$ cat config.mk
export PLATFORM = sky130hd
export DESIGN_NAME = sync_debounce
export DESIGN_NICKNAME = d
export VERILOG_FILES = /design/src/rtl/sync_debounce_pkg.sv /design/src/rtl/sync_debounce_sync_chain.sv /design/src/rtl/sync_debounce.sv
export SDC_FILE = /design/constraint.sdc
export NUM_CORES = 1
export LEC_CHECK = 0
export ABC_AREA = 1
export CORE_MARGIN = 1
export CORE_UTILIZATION = 30
export CTS_CLUSTER_DIAMETER = 40
export CTS_CLUSTER_SIZE = 24
export DETAILED_ROUTE_END_ITERATION = 12
export GPL_TIMING_DRIVEN = 0
export MAX_ROUTING_LAYER = met4
export SLEW_MARGIN = 20
export SYNTH_ARGS = -nofsm -noshare
export SYNTH_HDL_FRONTEND = slang
export SYNTH_SLANG_ARGS = --single-unit
export TNS_END_PERCENT = 50
$ cat constraint.sdc
create_clock -name Clk -period 1.31 [get_ports Clk]
set_input_delay 0.3275 -clock Clk [delete_from_list [all_inputs] [get_ports Clk]]
set_output_delay 0.3275 -clock Clk [all_outputs]
set_load 0.01 [all_outputs]
$ cat src/rtl/sync_debounce_pkg.sv
// Shared types and helpers for the sync_debounce slice.
// Optional build macro SYNC_DEBOUNCE_GLITCH_COUNT_EN adds a glitch counter output.
package sync_debounce_pkg;

    typedef enum logic [1:0] {
        STABLE_LOW  = 2'd0,
        CHK_HIGH    = 2'd1,
        STABLE_HIGH = 2'd2,
        CHK_LOW     = 2'd3
    } state_t;

    localparam int GLITCH_W = 8;

    // Stability counter width; one spare bit keeps the terminal value comfortably representable.
    function automatic int cnt_width(input int stable_cycles);
        return $clog2(stable_cycles) + 1;
    endfunction

endpackage

$ cat src/rtl/sync_debounce_sync_chain.sv
// Reset-clearable flop chain that brings a raw level into the Clk domain.
// Optional build macro SYNC_DEBOUNCE_GLITCH_COUNT_EN has no effect here.
module sync_chain
    import sync_debounce_pkg::*;
#(
    parameter int SYNC_STAGES = 2
) (
    input  logic Clk,
    input  logic Reset,
    input  logic D,
    output logic s
);

    logic [SYNC_STAGES-1:0] chain;

    // Shift the raw level through the chain; the last stage is the usable sample.
    always_ff @(posedge Clk or posedge Reset) begin
        if (Reset) begin
            chain <= '0;
        end else begin
            chain <= {chain[SYNC_STAGES-2:0], D};
        end
    end

    assign s = chain[SYNC_STAGES-1];

endmodule

$ cat src/rtl/sync_debounce.sv
// Synchronise, debounce and edge-detect a single-bit level.
// Optional build macro SYNC_DEBOUNCE_GLITCH_COUNT_EN adds GlitchCount (saturating abort counter).
//
// state       | meaning
// ------------+--------------------------------------------------------
// STABLE_LOW  | Q=0 accepted, waiting for s=1
// CHK_HIGH    | s went high, counting consecutive high samples
// STABLE_HIGH | Q=1 accepted, waiting for s=0
// CHK_LOW     | s went low, counting consecutive low samples
module sync_debounce
    import sync_debounce_pkg::*;
#(
    parameter int SYNC_STAGES   = 2,
    parameter int STABLE_CYCLES = 4,
    parameter int CNT_W         = 8
) (
    input  logic             Clk,
    input  logic             Reset,
    input  logic             D,
    output logic             Q,
    output logic             Rise,
    output logic             Fall,
    output logic [CNT_W-1:0] EdgeCount
`ifdef SYNC_DEBOUNCE_GLITCH_COUNT_EN
    ,
    output logic [GLITCH_W-1:0] GlitchCount
`endif
);

    localparam int               CW       = cnt_width(STABLE_CYCLES);
    localparam logic [CW-1:0]    CNT_LAST = CW'(STABLE_CYCLES - 1);

    logic          s;
    state_t        state;
    logic [CW-1:0] cnt;

    sync_chain #(
        .SYNC_STAGES(SYNC_STAGES)
    ) u_sync_chain (
        .Clk  (Clk),
        .Reset(Reset),
        .D    (s_in_d(D)),
        .s    (s)
    );

    function automatic logic s_in_d(input logic d);
        return d;
    endfunction

    // Debounce FSM with registered level, strobes, edge counter and optional glitch counter.
    always_ff @(posedge Clk or posedge Reset) begin
        if (Reset) begin
            state     <= STABLE_LOW;
            cnt       <= '0;
            Q         <= 1'b0;
            Rise      <= 1'b0;
            Fall      <= 1'b0;
            EdgeCount <= '0;
`ifdef SYNC_DEBOUNCE_GLITCH_COUNT_EN
            GlitchCount <= '0;
`endif
        end else begin
            Rise <= 1'b0;
            Fall <= 1'b0;
            case (state)
                STABLE_LOW: begin
                    if (s) begin
                        state <= CHK_HIGH;
                        cnt   <= CW'(1);
                    end
                end
                CHK_HIGH: begin
                    if (!s) begin
                        state <= STABLE_LOW;
                        cnt   <= '0;
`ifdef SYNC_DEBOUNCE_GLITCH_COUNT_EN
                        if (GlitchCount != '1) GlitchCount <= GlitchCount + GLITCH_W'(1);
`endif
                    end else if (cnt == CNT_LAST) begin
                        state     <= STABLE_HIGH;
                        cnt       <= '0;
                        Q         <= 1'b1;
                        Rise      <= 1'b1;
                        EdgeCount <= EdgeCount + CNT_W'(1);
                    end else begin
                        cnt <= cnt + CW'(1);
                    end
                end
                STABLE_HIGH: begin
                    if (!s) begin
                        state <= CHK_LOW;
                        cnt   <= CW'(1);
                    end
                end
                CHK_LOW: begin
                    if (s) begin
                        state <= STABLE_HIGH;
                        cnt   <= '0;
`ifdef SYNC_DEBOUNCE_GLITCH_COUNT_EN
                        if (GlitchCount != '1) GlitchCount <= GlitchCount + GLITCH_W'(1);
`endif
                    end else if (cnt == CNT_LAST) begin
                        state     <= STABLE_LOW;
                        cnt       <= '0;
                        Q         <= 1'b0;
                        Fall      <= 1'b1;
                        EdgeCount <= EdgeCount + CNT_W'(1);
                    end else begin
                        cnt <= cnt + CW'(1);
                    end
                end
                default: begin
                    state <= STABLE_LOW;
                    cnt   <= '0;
                end
            endcase
        end
    end

endmodule

==> run_results.csv, run 1 <==
group,metric,value,unit
status,status,"finished clean",
cells_and_area,drive_gt1_frac,0.214,
synth,ys.flop_type,"dfrtp_1",
cells_and_area,seqCellArea,452,um2
job,cap_violations,0,
synth,netlist_area,843,um2
grt,gr-total-overflow,0,
critical_path,critPathMaxStageDelay,0.41,ns
sta,period_share,0.968,
synth,synth_top_area_share,0.534,
detailed_routing,vias,705,
cells_and_area,layout.nets,132,
detailed_routing,ant_nets,0,
critical_path,criticalPathCategory,"register to primary output",
detailed_routing,drt-initial-drc-count,14,
synth,synth_seq_cells,18,
die,die_y,55.0,um
min_path,min_path_type,"register to register",
clocking,cts_buffer_depth,2,
sta,fin_crit,1.27,ns
die,die_area,3030,um2
power_and_ir_drop,power.leakage,0.570,nW
synth,synth_edf_count,0,
grt,grt_max_degree,19,
sta,rsz0062_at_grt,"false",
cells_and_area,mostFrequentLayoutCell,"nand2_1",
synth,yosys_warnings,0,
detailed_routing,viasPerCell,4.52,
placed_design,dp_slack,-0.0242,ns
min_path,min_from,"u_sync_chain.chain[0]",
critical_path,path_buf_inv,1,
die,dieWidth,55.0,um
critical_path,endpoint_kind,"primary output",
clocking,cts_root_buf,"clkbuf_4",
grt,grt_usage,0.135,
critical_path,cpMaxStageDelayCell,"dfrtp_1",
critical_path,critPathLaunch,"EdgeCount[3]",
critical_path,worst_ep_required_time,0.98,ns
die,start_util,0.328,
clocking,cts_tree,"yes",
cells_and_area,multi_input_area,357,um2
critical_path,crit_arrival,0.94,ns
detailed_routing,drc_errors,0,
synth,yosysTopAreaCell,"dfrtp_1",
grt,first_global_vias,681,
cells_and_area,final_cell_mix,"nand2_1, dfrtp_1, inv_1, buf_4, clkdlybuf4s15_1",
placed_design,gp_congestion,0.711,
sta,finalSetupViolations,0,
synth,syn_nets,104,
synth,synth_cell_type_count,17,
power_and_ir_drop,power_density,1470,nW/um2
sta,skew,0.00862,ns
clocking,clock_latency,0.30,ns
sta,fin_setup_tns,0,ns
sta,worst_hold_slack,0.358,ns
synth,syn_avg_cell_area,8.52,um2
grt,antenna_found_initial,0,
power_and_ir_drop,power.total,1.66,mW
sta,relSlewSlack,0.533,
sta,fin_ws,0.0424,ns
placed_design,io_buffer_count,13,
detailed_routing,wl_per_cell,10.4,um
cells_and_area,num_antenna_cells,0,
die,rows,18,
synth,ys_seq_area_frac,0.534,
synth,async_flop_share,1.00,
critical_path,path_cells,"clkdlybuf4s15_1",
cells_and_area,fill_cells,257,
critical_path,cp_top_family,"flip-flops",
clocking,cts_made_buffers,3,
sta,hold_viol,0,
placed_design,dpl.hpwl,1060,um
synth,netlist_instances,99,
sta,fmax,789,MHz
synth,synth_area_leaders,"dfrtp_1, nand2_1, inv_1",
detailed_routing,finalWirelength,1630,um
die,io-pin-count,14,
cells_and_area,area_delta_synth_final,34.3,%
critical_path,r2r_setup_slack,0.09,ns
clocking,path_clk_slew,0.11,ns
critical_path,start_kind,"register",
sta,worstMarginPinSlew,0.699,ns
detailed_routing,firstDrtPassIters,4,
cells_and_area,postLayoutCoreUtil,0.441,
sta,report.final.slew_viol_count,0,
die,fp.coreArea,2570,um2
critical_path,cp_max_fo,2,
clocking,h-tree-depth,1,
grt,grt_pass1_wl,2840,um
clocking,cts_hold_buffers,0,
clocking,numClockSinks,18,
power_and_ir_drop,vdd_drop_max,0.692,mV
critical_path,r2r-start,"EdgeCount[0]",
## final timing paths
kind | depth (start not counted) | to
min reg2reg | 0 | u_sync_chain.chain[1]
min | 0 | u_sync_chain.chain[1]
max | 1 | EdgeCount[3]
max reg2reg | 9 | EdgeCount[6]
max in group asynchronous | 2 | EdgeCount[2]
min in group asynchronous | 2 | asynchronous set/reset pin
## synthesized netlist by cell type, types with 2 or more instances
| master | count |
|---|---|
| nand2_1 | 33 |
| dfrtp_1 | 18 |
| inv_1 | 12 |
| nor2_1 | 9 |
| nand3_1 | 7 |
| o21ai_0 | 5 |
| ha_1 | 2 |
| nand2_2 | 2 |
| nand3b_1 | 2 |
| xnor2_1 | 2 |
## cell type report
cell class / count / area share
sequential: 18 / 0.399
multi-input combinational: 67 / 0.315
timing repair buffer: 23 / 0.172
inverter: 14 / 0.0486
tap: 30 / 0.0331
clock buffer: 4 / 0.0320
## repair_timing
action	in CTS	in global routing
setup buffers	7	3
gates resized for setup	17	14
setup endpoints to repair	11	12
pin swaps	0	1
## state kept, by name (all words and copies together) (netlist names), named ones only
register / cells
state: 1
cnt: 3
u_sync_chain.chain: 2
EdgeCount: 8
Q: 1
Rise: 1
Fall: 1
## routing by layer
layer  track usage  vias to the layer above  share of wire
met5             -                        -              0
met4        0.0625                        0          0.012
met3        0.0246                        2          0.025
met2         0.203                       16           0.47
met1         0.176                      327           0.49
li1              -                      360              -
## cell families after synthesis
family | synth area share
and+or+nand+nor | 0.298
DFF | 0.534
buffers and inverters | 0.0653
AOI/OAI and AO/OA | 0.0415
xor gates and xnor gates | 0.0312
adders and majority gates | 0.0297
## power breakdown
part           internal (mW)  leakage (nW)  switching, mW
Clock                  0.169        0.0210          0.176
Sequential             0.663         0.235         0.0705
Combinational          0.262         0.314          0.324
Total                   1.09         0.570          0.570
## metrics by stage
step | instances | instance area (um2)
after floorplan | 99 | 843
after global placement | 142 | 1010
after detailed placement | 142 | 1010
after CTS | 153 | 1090
after global routing | 156 | 1130
final | 156 | 1130
No activity file was read; power rests on OpenSTA's default activity.
==> run 2, diff against run 1 <==
ABC_AREA = default   (was 1)
SKIP_CTS_REPAIR_TIMING = 1   (was default)
==> run 2 against run 1 <==
  * The run now ends with setup timing left
  * Cell count decreased by 24%
  * Sequential share of layout area decreased by 0.71 points
  * Setup slack got worse by 0.077 ns
  * Critical endpoint is now EdgeCount[1]
  * Synthesized cell count decreased by 36%
  * Clock skew decreased by 0.0051 ns
  * Global-route usage decreased by 2.1 points
  * Total power increased by 4.3%
  * Flip-flop and latch count unchanged
  * Non-clock buffer count increased by 2
  * Core utilization increased by 2.8 points
  * Largest cell class unchanged
  * Sequential power increased by 5.7%
  * Register-to-register slack got worse by 0.12 ns
==> run_results.csv, run 2 <==
group,metric,value,unit
synth,synth_area_leaders,"dfrtp_1, xor2_1, ha_1",
sta,worst_hold_slack,0.360,ns
synth,netlist_area,782,um2
cells_and_area,num_antenna_cells,0,
critical_path,cp_max_fo,7,
power_and_ir_drop,power.leakage,0.693,nW
cells_and_area,final_area,1160,um2
die,die_y,53.1,um
die,rows,18,
cells_and_area,postLayoutCoreUtil,0.469,
clocking,cts_buffer_depth,2,
cells_and_area,area_delta_synth_final,48.6,%
sta,skew,0.00353,ns
sta,fin_setup_tns,-0.0882,ns
synth,async_flop_share,1.00,
sta,report.final.slew_viol_count,0,
detailed_routing,ant_nets,0,
die,die_area,2810,um2
detailed_routing,vias,554,
clocking,h-tree-depth,1,
synth,syn_avg_cell_area,12.4,um2
placed_design,io_buffer_count,13,
sta,fin_crit,1.34,ns
grt,grt_usage,0.114,
clocking,cts_tree,"yes",
critical_path,criticalPathCategory,"register to register",
die,start_util,0.316,
sta,fmax,744,MHz
die,io-pin-count,14,
power_and_ir_drop,power_density,1490,nW/um2
cells_and_area,layout.nets,96,
detailed_routing,wl_per_cell,12.9,um
grt,grt_max_degree,19,
synth,yosysTopAreaCell,"dfrtp_1",
detailed_routing,dr_wl_met3,44,um
power_and_ir_drop,vdd_drop_max,0.929,mV
clocking,clock_latency,0.29,ns
critical_path,start_kind,"register",
synth,synth_top_area_share,0.576,
synth,synth_common_cells,"dfrtp_1, xor2_1, nand2_1, nand3_1, nor2_1",
detailed_routing,viasPerCell,4.66,
min_path,min_path_type,"register to register",
clocking,path_clk_slew,0.10,ns
detailed_routing,drc_errors,0,
die,dieWidth,53.1,um
synth,ys.flop_type,"dfrtp_1",
die,fp.coreArea,2480,um2
cells_and_area,fill_cells,230,
clocking,numClockSinks,18,
detailed_routing,drt-initial-drc-count,8,
clocking,cts_made_buffers,3,
grt,first_global_vias,489,
grt,grt_pass1_wl,2210,um
cells_and_area,regMostFlops,"EdgeCount",
detailed_routing,topRoutingLayerUsed,"met4",
detailed_routing,drt-met1-wl,796,um
detailed_routing,firstDrtPassIters,4,
cells_and_area,multi_input_area,398,um2
cells_and_area,reg_top3,"EdgeCount (8), cnt (3), u_sync_chain.chain (2)",
clocking,cts_root_buf,"clkbuf_4",
grt,antenna_found_initial,0,
detailed_routing,finalWirelength,1530,um
cells_and_area,largest_reg_flops,8,
job,cap_violations,0,
sta,fin_ws,-0.0342,ns
status,violations,"setup timing",
critical_path,crit_arrival,1.53,ns
cells_and_area,final_cell_mix,"dfrtp_1, dlymetal6s2s_1, buf_4, xor2_1, dfrtp_2",
synth,synth_seq_cells,18,
cells_and_area,mostFrequentLayoutCell,"dfrtp_1",
sta,rsz0062_at_grt,"true",
synth,syn_nets,68,
synth,netlist_instances,63,
sta,period_share,1.03,
grt,gr-total-overflow,0,
sta,relSlewSlack,0.539,
sta,worstMarginPinSlew,0.691,ns
synth,yosys_warnings,0,
synth,synth_most_common_cell,"dfrtp_1",
cells_and_area,drive_gt1_frac,0.371,
placed_design,dpl.hpwl,949,um
cells_and_area,seqCellArea,455,um2
placed_design,place_area,961,um2
sta,hold_viol,0,
synth,synth_edf_count,0,
detailed_routing,route.met2.wl,653,um
status,status,"finished, violations left",
critical_path,worst_ep_required_time,1.50,ns
critical_path,endpoint_kind,"register",
synth,synth_cell_type_count,26,
placed_design,gp_congestion,0.761,
sta,finalSetupViolations,3,
synth,ys_seq_area_frac,0.576,
==> run 2: changes by cell type after synthesis, moves of 4 or more <==
cell     delta
inv_1      -10
nand2_1    -30
nand3_1     -4
nor2_1      -6
o21ai_0     -5
xor2_1      +6
==> run 2: logic make-up after synthesis <==
group           after synthesis  share of synthesized area
compound gates                7                     0.0624
xor+xnor                      8                     0.0896
fa+ha+maj                     2                     0.0320
buf+inv                       4                     0.0256
flops                        18                      0.576
mux                           2                     0.0288
simple gates                 22                      0.186
==> run 2: worst max-delay path, cell delays in order, from the launching register on <==
cell and delay, ns:
dfrtp_1 0.41, ha_4 0.18, nand3b_4 0.16, nor2_2 0.16, mux2_2 0.34
==> run 2: cell type report <==
cell class	count	area share
plain buffers	2	0.0140
clock buffers	3	0.0194
inverters	2	0.00646
multi-input cells	41	0.342
flip-flops and latches	18	0.392
well taps	30	0.0323
repair buffers	23	0.194
==> run 2: per-layer routing <==
layer | track usage | vias up
met1 | 0.169 | 268
met5 | - | -
li1 | - | 274
met4 | 0.0526 | 0
met2 | 0.150 | 8
met3 | 0.0172 | 4
==> run 2: report_power, final <==
part / switching [mW] / internal (mW) / total, mW
logic: 0.328 / 0.359 / 0.686
registers: 0.114 / 0.662 / 0.776
clock network: 0.167 / 0.107 / 0.274
total: 0.609 / 1.13 / 1.74
==> run 2: final timing paths <==
kind / from / to / slack [ns] / cells past startpoint
worst min register to register: u_sync_chain.chain[0] / u_sync_chain.chain[1] / 0.36 / 0
worst min-delay path: u_sync_chain.chain[0] / u_sync_chain.chain[1] / 0.36 / 0
worst max-delay path: cnt[0] / EdgeCount[1] / -0.03 / 4
min in group asynchronous: Reset / EdgeCount[4] / 0.44 / 2
worst max register to register: cnt[0] / EdgeCount[1] / -0.03 / 4
max in group asynchronous: Reset / u_sync_chain.chain[1] / 0.39 / 2
==> run 2: per-stage QoR <==
step | setup WS (ns) | power (mW) | instances
floorplan | -0.00268 | 1.09 | 63
global placement | -0.142 | 1.24 | 106
detailed placement | -0.192 | 1.26 | 106
CTS | -0.348 | 1.53 | 109
global route | -0.118 | 1.84 | 119
finish | -0.0342 | 1.74 | 119
==> run 3, diff against run 2 <==
CORE_UTILIZATION = 42   (was 30)
PLACE_DENSITY = 0.66   (was default)
==> run 3 against run 2 <==
  * The run still ends with setup timing left
  * Critical path type unchanged
  * Sequential share of layout area is 0.79 points lower
  * First-iteration DRC count is the same
  * Maximum frequency shrank 6.9%
  * Global-route usage rose by 4.1 points
  * Flip-flop and latch count unchanged
  * Largest power group unchanged
==> run_results.csv, run 3 (synthesized netlist as in run 2, its figures left out) <==
group,metric,value,unit
status,status,"finished, violations left",
status,violations,"setup timing",
critical_path,endpoint_kind,"register",
sta,report.final.slew_viol_count,0,
detailed_routing,ant_nets,0,
critical_path,worst_ep_required_time,1.54,ns
power_and_ir_drop,power.total,1.83,mW
clocking,numClockSinks,18,
clocking,cts_root_buf,"clkbuf_4",
detailed_routing,dr_wl_met3,76,um
power_and_ir_drop,power.leakage,0.723,nW
detailed_routing,drc_errors,0,
cells_and_area,mostFrequentLayoutCell,"dfrtp_1",
detailed_routing,viasPerCell,5.10,
placed_design,io_buffer_count,13,
job,cap_violations,0,
sta,fin_ws,-0.134,ns
die,die_y,45.2,um
placed_design,dp_slack,-0.261,ns
cells_and_area,layout.nets,98,
power_and_ir_drop,power_density,1540,nW/um2
clocking,h-tree-depth,1,
die,start_util,0.453,
cells_and_area,reg_top3,"EdgeCount (8), cnt (3), u_sync_chain.chain (2)",
cells_and_area,area_delta_synth_final,51.7,%
sta,fmax,692,MHz
critical_path,criticalPathCategory,"register to register",
grt,gr-total-overflow,0,
die,rows,15,
grt,grt_max_degree,19,
sta,rsz0062_at_grt,"true",
cells_and_area,fill_cells,131,
sta,worstMarginPinSlew,0.696,ns
critical_path,crit_arrival,1.67,ns
grt,first_global_vias,491,
min_path,min_path_type,"register to register",
placed_design,dpl.hpwl,917,um
cells_and_area,drive_gt1_frac,0.359,
clocking,cts_tree,"yes",
critical_path,start_kind,"register",
sta,hold_viol,0,
clocking,path_clk_slew,0.11,ns
grt,grt_pass1_wl,2170,um
detailed_routing,vias,597,
die,io-pin-count,14,
clocking,cts_made_buffers,3,
sta,finalSetupViolations,6,
cells_and_area,largest_reg_flops,8,
sta,relSlewSlack,0.535,
sta,period_share,1.10,
detailed_routing,wl_per_cell,13.2,um
detailed_routing,firstDrtPassIters,4,
sta,fin_crit,1.44,ns
sta,skew,0.0108,ns
clocking,cts_buffer_depth,2,
clocking,clock_latency,0.30,ns
die,fp.coreArea,1730,um2
cells_and_area,final_cell_mix,"dfrtp_1, buf_4, dlymetal6s2s_1, xor2_1, dfrtp_2",
detailed_routing,topRoutingLayerUsed,"met4",
die,die_area,2040,um2
grt,antenna_found_initial,0,
power_and_ir_drop,vdd_drop_max,0.817,mV
critical_path,cp_max_fo,3,
detailed_routing,route.met2.wl,693,um
cells_and_area,regMostFlops,"EdgeCount",
placed_design,gp_congestion,0.706,
cells_and_area,num_antenna_cells,0,
detailed_routing,drt-initial-drc-count,8,
grt,grt_usage,0.155,
die,dieWidth,45.2,um
detailed_routing,finalWirelength,1550,um
detailed_routing,drt-met1-wl,758,um
## run 3: per-layer routing
metal,up-vias,GRT usage
met5,-,-
met4,0,0.0909
met3,6,0.0240
met2,25,0.226
met1,290,0.203
li1,276,-
## run 3: critical path: stages, from the launching register on
cell and delay [ns]:
dfrtp_1 0.40, buf_4 0.14, ha_1 0.14, nand4b_1 0.17, nor4b_2 0.35, xor2_1 0.18
## run 3: metrics by stage
| step | cells | utilization | hold WS (ns) | instance area (um2) | setup TNS, ns |
|---|---|---|---|---|---|
| 2_1_floorplan | 63 | - | 0.266 | 793 | -0.00268 |
| 3_3_place_gp | 101 | 0.553 | 0.334 | 955 | -0.701 |
| 3_5_place_dp | 101 | 0.553 | 0.346 | 955 | -0.925 |
| 4_1_cts | 105 | 0.574 | 0.369 | 991 | -4.06 |
| 5_1_grt | 117 | 0.687 | 0.371 | 1190 | -0.864 |
| 6_report | 117 | 0.687 | 0.363 | 1190 | -0.338 |
## run 3: final cells by class
type / instances / area (um2) / share of cell area
Clock buffer: 4 / 36.3 / 0.0306
Tap cell: 25 / 31.3 / 0.0264
Timing Repair Buffer: 25 / 248 / 0.209
Sequential cell: 18 / 455 / 0.384
Buffer: 2 / 16.3 / 0.0137
Multi-Input combinational cell: 41 / 392 / 0.330
Inverter: 2 / 7.51 / 0.00633
## run 3: worst paths after layout
check	startpoint	to	slack (ns)	cells past startpoint
min in group asynchronous	Reset	cnt[1]	0.43	2
worst max register to register	EdgeCount[1]	EdgeCount[6]	-0.13	5
worst min-delay path	u_sync_chain.chain[0]	u_sync_chain.chain[1]	0.36	0
max in group asynchronous	Reset	asynchronous set/reset pin	0.38	2
worst max-delay path	EdgeCount[1]	EdgeCount[6]	-0.13	5
worst min register to register	u_sync_chain.chain[0]	u_sync_chain.chain[1]	0.36	0
## run 3: where the power goes
group / internal, mW / switching (mW) / total (mW)
registers: 0.661 / 0.101 / 0.762
logic: 0.375 / 0.346 / 0.721
clock network: 0.169 / 0.172 / 0.342
==> edit 1: new RTL, config.mk and constraints of run 1 <==
Change the parameter `CNT_W` from 8 to 10.
--- a/src/rtl/sync_debounce.sv
+++ b/src/rtl/sync_debounce.sv
@@ -13,5 +13,5 @@
     parameter int SYNC_STAGES   = 2,
     parameter int STABLE_CYCLES = 4,
-    parameter int CNT_W         = 8
+    parameter int CNT_W         = 10
 ) (
     input  logic             Clk,
Ports: changed (resized EdgeCount); port bits go from 14 to 16. No check against the original RTL was run, so the function may have changed too.
==> edit 1 against run 1 <==
Sequential share of layout area shrank 0.83 points. Worst setup slack lost 0.0047 ns. Wire length increased by 15%. Register-to-register slack worse by 0.05 ns. Power shrank 2.2%. Sequential cell count grew 2. Cell area grew 13%. Area after synthesis is 12% higher.
==> edit 1: results <==
[global_routing]
groute.layer.met1.usage_pct = 17.42
grt_max_degree = 21
track_usage_pct = 13.81

[drt]
first_iter_violations = 34
wl_met2_um = 923
num_vias = 783
wirelength_um = 1878
wl_met3_um = 89
avgRoutedWirePerCell_um = 10.49

[layout]
buf_share_pct = 17.38
nonClockBufferCount = 27
seq_share_pct = 39.06
inv_count = 17
final_util_pct = 42.31
fillers = 318
drive_gt1_share_pct = 23.70
seq_cell_count = 20
multi_input_area_um2 = 416.7
largest_reg_flops = 10

[timing]
setup_ws_ns = 0.03765
fin_skew_ns = 0.006963
slew_headroom_pct = 49.10
hold_ws_ns = 0.3634

[floorplan]
core_um2 = 3028

[power]
switchingPower_uw = 559.2
p_clk_share_pct = 17.5
cellLeakagePower_uw = 0.0006719

[yosys]
seq_area_frac_synth_pct = 52.77
synth_area_leaders = "dfrtp_1 53%, nand2_1 12%, inv_1 5.9%"
synthTopCellsByCount = "30 x nand2_1, 20 x dfrtp_1, 15 x inv_1, 7 x nor2_1"
synth_fp_nets = 110
avgSynthCellArea_um2 = 9.032

[clocking]
cts_resized = 21
postCtsSetupBuffers = 9

[outcome]
status = "complete, no violations"

[place]
place_hpwl_um = 1319
io_buffer_count = 15
routabilityCongestion = 0.8186
post_dp_cell_area_um2 = 1154

[critical_path]
critPathMaxFanout = 7
==> edit 1: critical path, delay by kind of cell (launching register included) <==
family | cells | cell delay [ns]
flip-flops | 1 | 0.42
AO/OA/AOI/OAI | 1 | 0.24
AND/OR/NAND/NOR | 2 | 0.21
adder cells (fa/ha/maj) | 1 | 0.18
XOR/XNOR | 1 | 0.13
==> edit 1: logic make-up after synthesis <==
logic type,after synthesis,synth area share (%)
AO/OA/AOI/OAI,9,6.596
XOR/XNOR,6,5.541
adder cells (fa/ha/maj),2,2.638
buffers and inverters,17,6.728
flip-flops,20,52.77
AND/OR/NAND/NOR,51,25.73
==> edit 1: final timing paths <==
kind	depth (start not counted)	from	endpoint
max in group asynchronous	2	Reset	Q
worst max register to register	5	cnt[1]	EdgeCount[5]
worst min-delay path	0	u_sync_chain.chain[0]	u_sync_chain.chain[1]
worst min register to register	0	u_sync_chain.chain[0]	u_sync_chain.chain[1]
worst max-delay path	5	cnt[1]	EdgeCount[5]
min in group asynchronous	2	Reset	EdgeCount[0]
==> edit 2: new RTL, config.mk and constraints of run 1 <==
Made on the original files. The 4 states of `state_t` get a one-hot encoding in 4 bits.
--- a/src/rtl/sync_debounce_pkg.sv
+++ b/src/rtl/sync_debounce_pkg.sv
@@ -3,9 +3,9 @@
 package sync_debounce_pkg;
 
-    typedef enum logic [1:0] {
-        STABLE_LOW  = 2'd0,
-        CHK_HIGH    = 2'd1,
-        STABLE_HIGH = 2'd2,
-        CHK_LOW     = 2'd3
+    typedef enum logic [3:0] {
+        STABLE_LOW  = 4'b0001,
+        CHK_HIGH    = 4'b0010,
+        STABLE_HIGH = 4'b0100,
+        CHK_LOW     = 4'b1000
     } state_t;
 
Formal check against the unedited RTL: no difference found for any inputs over 10 cycles, from zero or initial values and one cycle with Reset high; not proved beyond that.
==> edit 2 against run 1 <==
Global-route usage down 1.0 points. The run now ends with negative setup slack left. Wire length is 48% higher. Fmax shrank 3.6%. Clock skew is 0.0064 ns lower. Power increased by 31%. Area after synthesis is 33% higher. Critical endpoint is now state[0]. Sequential cell count up 2. Worst setup slack worse by 0.048 ns. Cell area increased by 38%.
==> edit 2: results <==
[global_routing]
track_usage_pct = 12.49
grt_pass1_vias = 936
groute.layer.met1.usage_pct = 14.84
use_met2_pct = 20.97
grt_max_degree = 21
grt_use_met3_pct = 1.268
antenna_found_initial = 0
grt_pass1_wl_um = 3843

[clocking]
postCtsSetupBuffers = 5
cts-htree-levels = 1
cts_resized = 14
clkTransAtPathRegs_ns = 0.08
cts_max_path_buffers = 2
worstSkewPairLatency_ns = 0.26
root_buffer = "clkbuf_8"

[yosys]
synth_flop_cell = "dfrtp_1"
synth_area_leaders = "dfrtp_1 42%, nand2_1 22%, inv_1 5.4%"
seq_area_frac_synth_pct = 44.80
synthTopCellsByCount = "65 x nand2_1, 19 x dfrtp_1, 16 x inv_1, 11 x nor2_1"
synthCells = 147
synth.distinct_cells = 22
synth_fp_nets = 152
synthArstFlopShare_pct = 100.0

[critical_path]
endpoint = "state[0]"
r2r_cells = 10
crit_arrival_ns = 1.51
worstReg2RegStart = "state[0]"
critPathMaxFanout = 3

[drt]
first_iter_violations = 33
routed_via_density = 4.471
wl_met2_um = 1253
avgRoutedWirePerCell_um = 10.93
wl_met1_um = 1094
wl_met3_um = 41

[timing]
fin_setup_tns_ns = -0.005161
hold_ws_ns = 0.3628
setup_ws_ns = -0.005161
finalSetupViolations = 1
worst_pin_slew_ns = 0.7629
fin_skew_ns = 0.002232

[hold_path]
hold_class = "flop to flop"
hold_path.startpoint = "u_sync_chain.chain[0]"

[power]
comb-power_uw = 765
p_seq_uw = 798
cellLeakagePower_uw = 0.0008540
power_frac_seq_pct = 36.6
ir_worst_vdd_mv = 0.8983
internal_power_uw = 1402

[outcome]
violations = "negative setup slack"
status = "finished, violations left"

[place]
dp.cells = 206
dpl_worst_slack_ns = -0.009829
place_hpwl_um = 1629
post_dp_cell_area_um2 = 1308
routabilityCongestion = 0.8556

[layout]
final_cells = 221
drive_gt1_share_pct = 30.86
top_regs = "EdgeCount (8), state (4), cnt (3)"
layout.nets = 181

[run]
maxCapViolCount = 0
[edit 2: area by class of cell]
| class | count | area, um^2 |
|---|---|---|
| repair buffers | 23 | 192.7 |
| clock inverters | 1 | 30.03 |
| plain buffers | 1 | 7.507 |
| clock buffers | 3 | 41.29 |
| inverters | 19 | 81.33 |
| well taps | 46 | 57.56 |
| fillers | 334 | 1877 |
| flip-flops and latches | 20 | 504.2 |
| multi-input cells | 108 | 650.6 |
[edit 2: cell families (layout without fill, tap and decap cells)]
kind of cell	count (synthesis)	in the layout	synth area share, %
compound gates	4	4	2.793
xor+xnor	4	4	3.129
fa+ha+maj	2	2	2.234
buf+inv	20	47	6.815
flops	20	20	44.81
simple gates	97	98	40.22
[edit 2: critical path, stage by stage (launching register included)]
cell	delay, ns
dfstp_2	0.58
inv_4	0.06
nand2_4	0.08
inv_4	0.04
nand2_4	0.07
nand2_4	0.06
buf_4	0.12
nand2_1	0.06
nand2_1	0.06
nand2_1	0.06
nand2_1	0.05
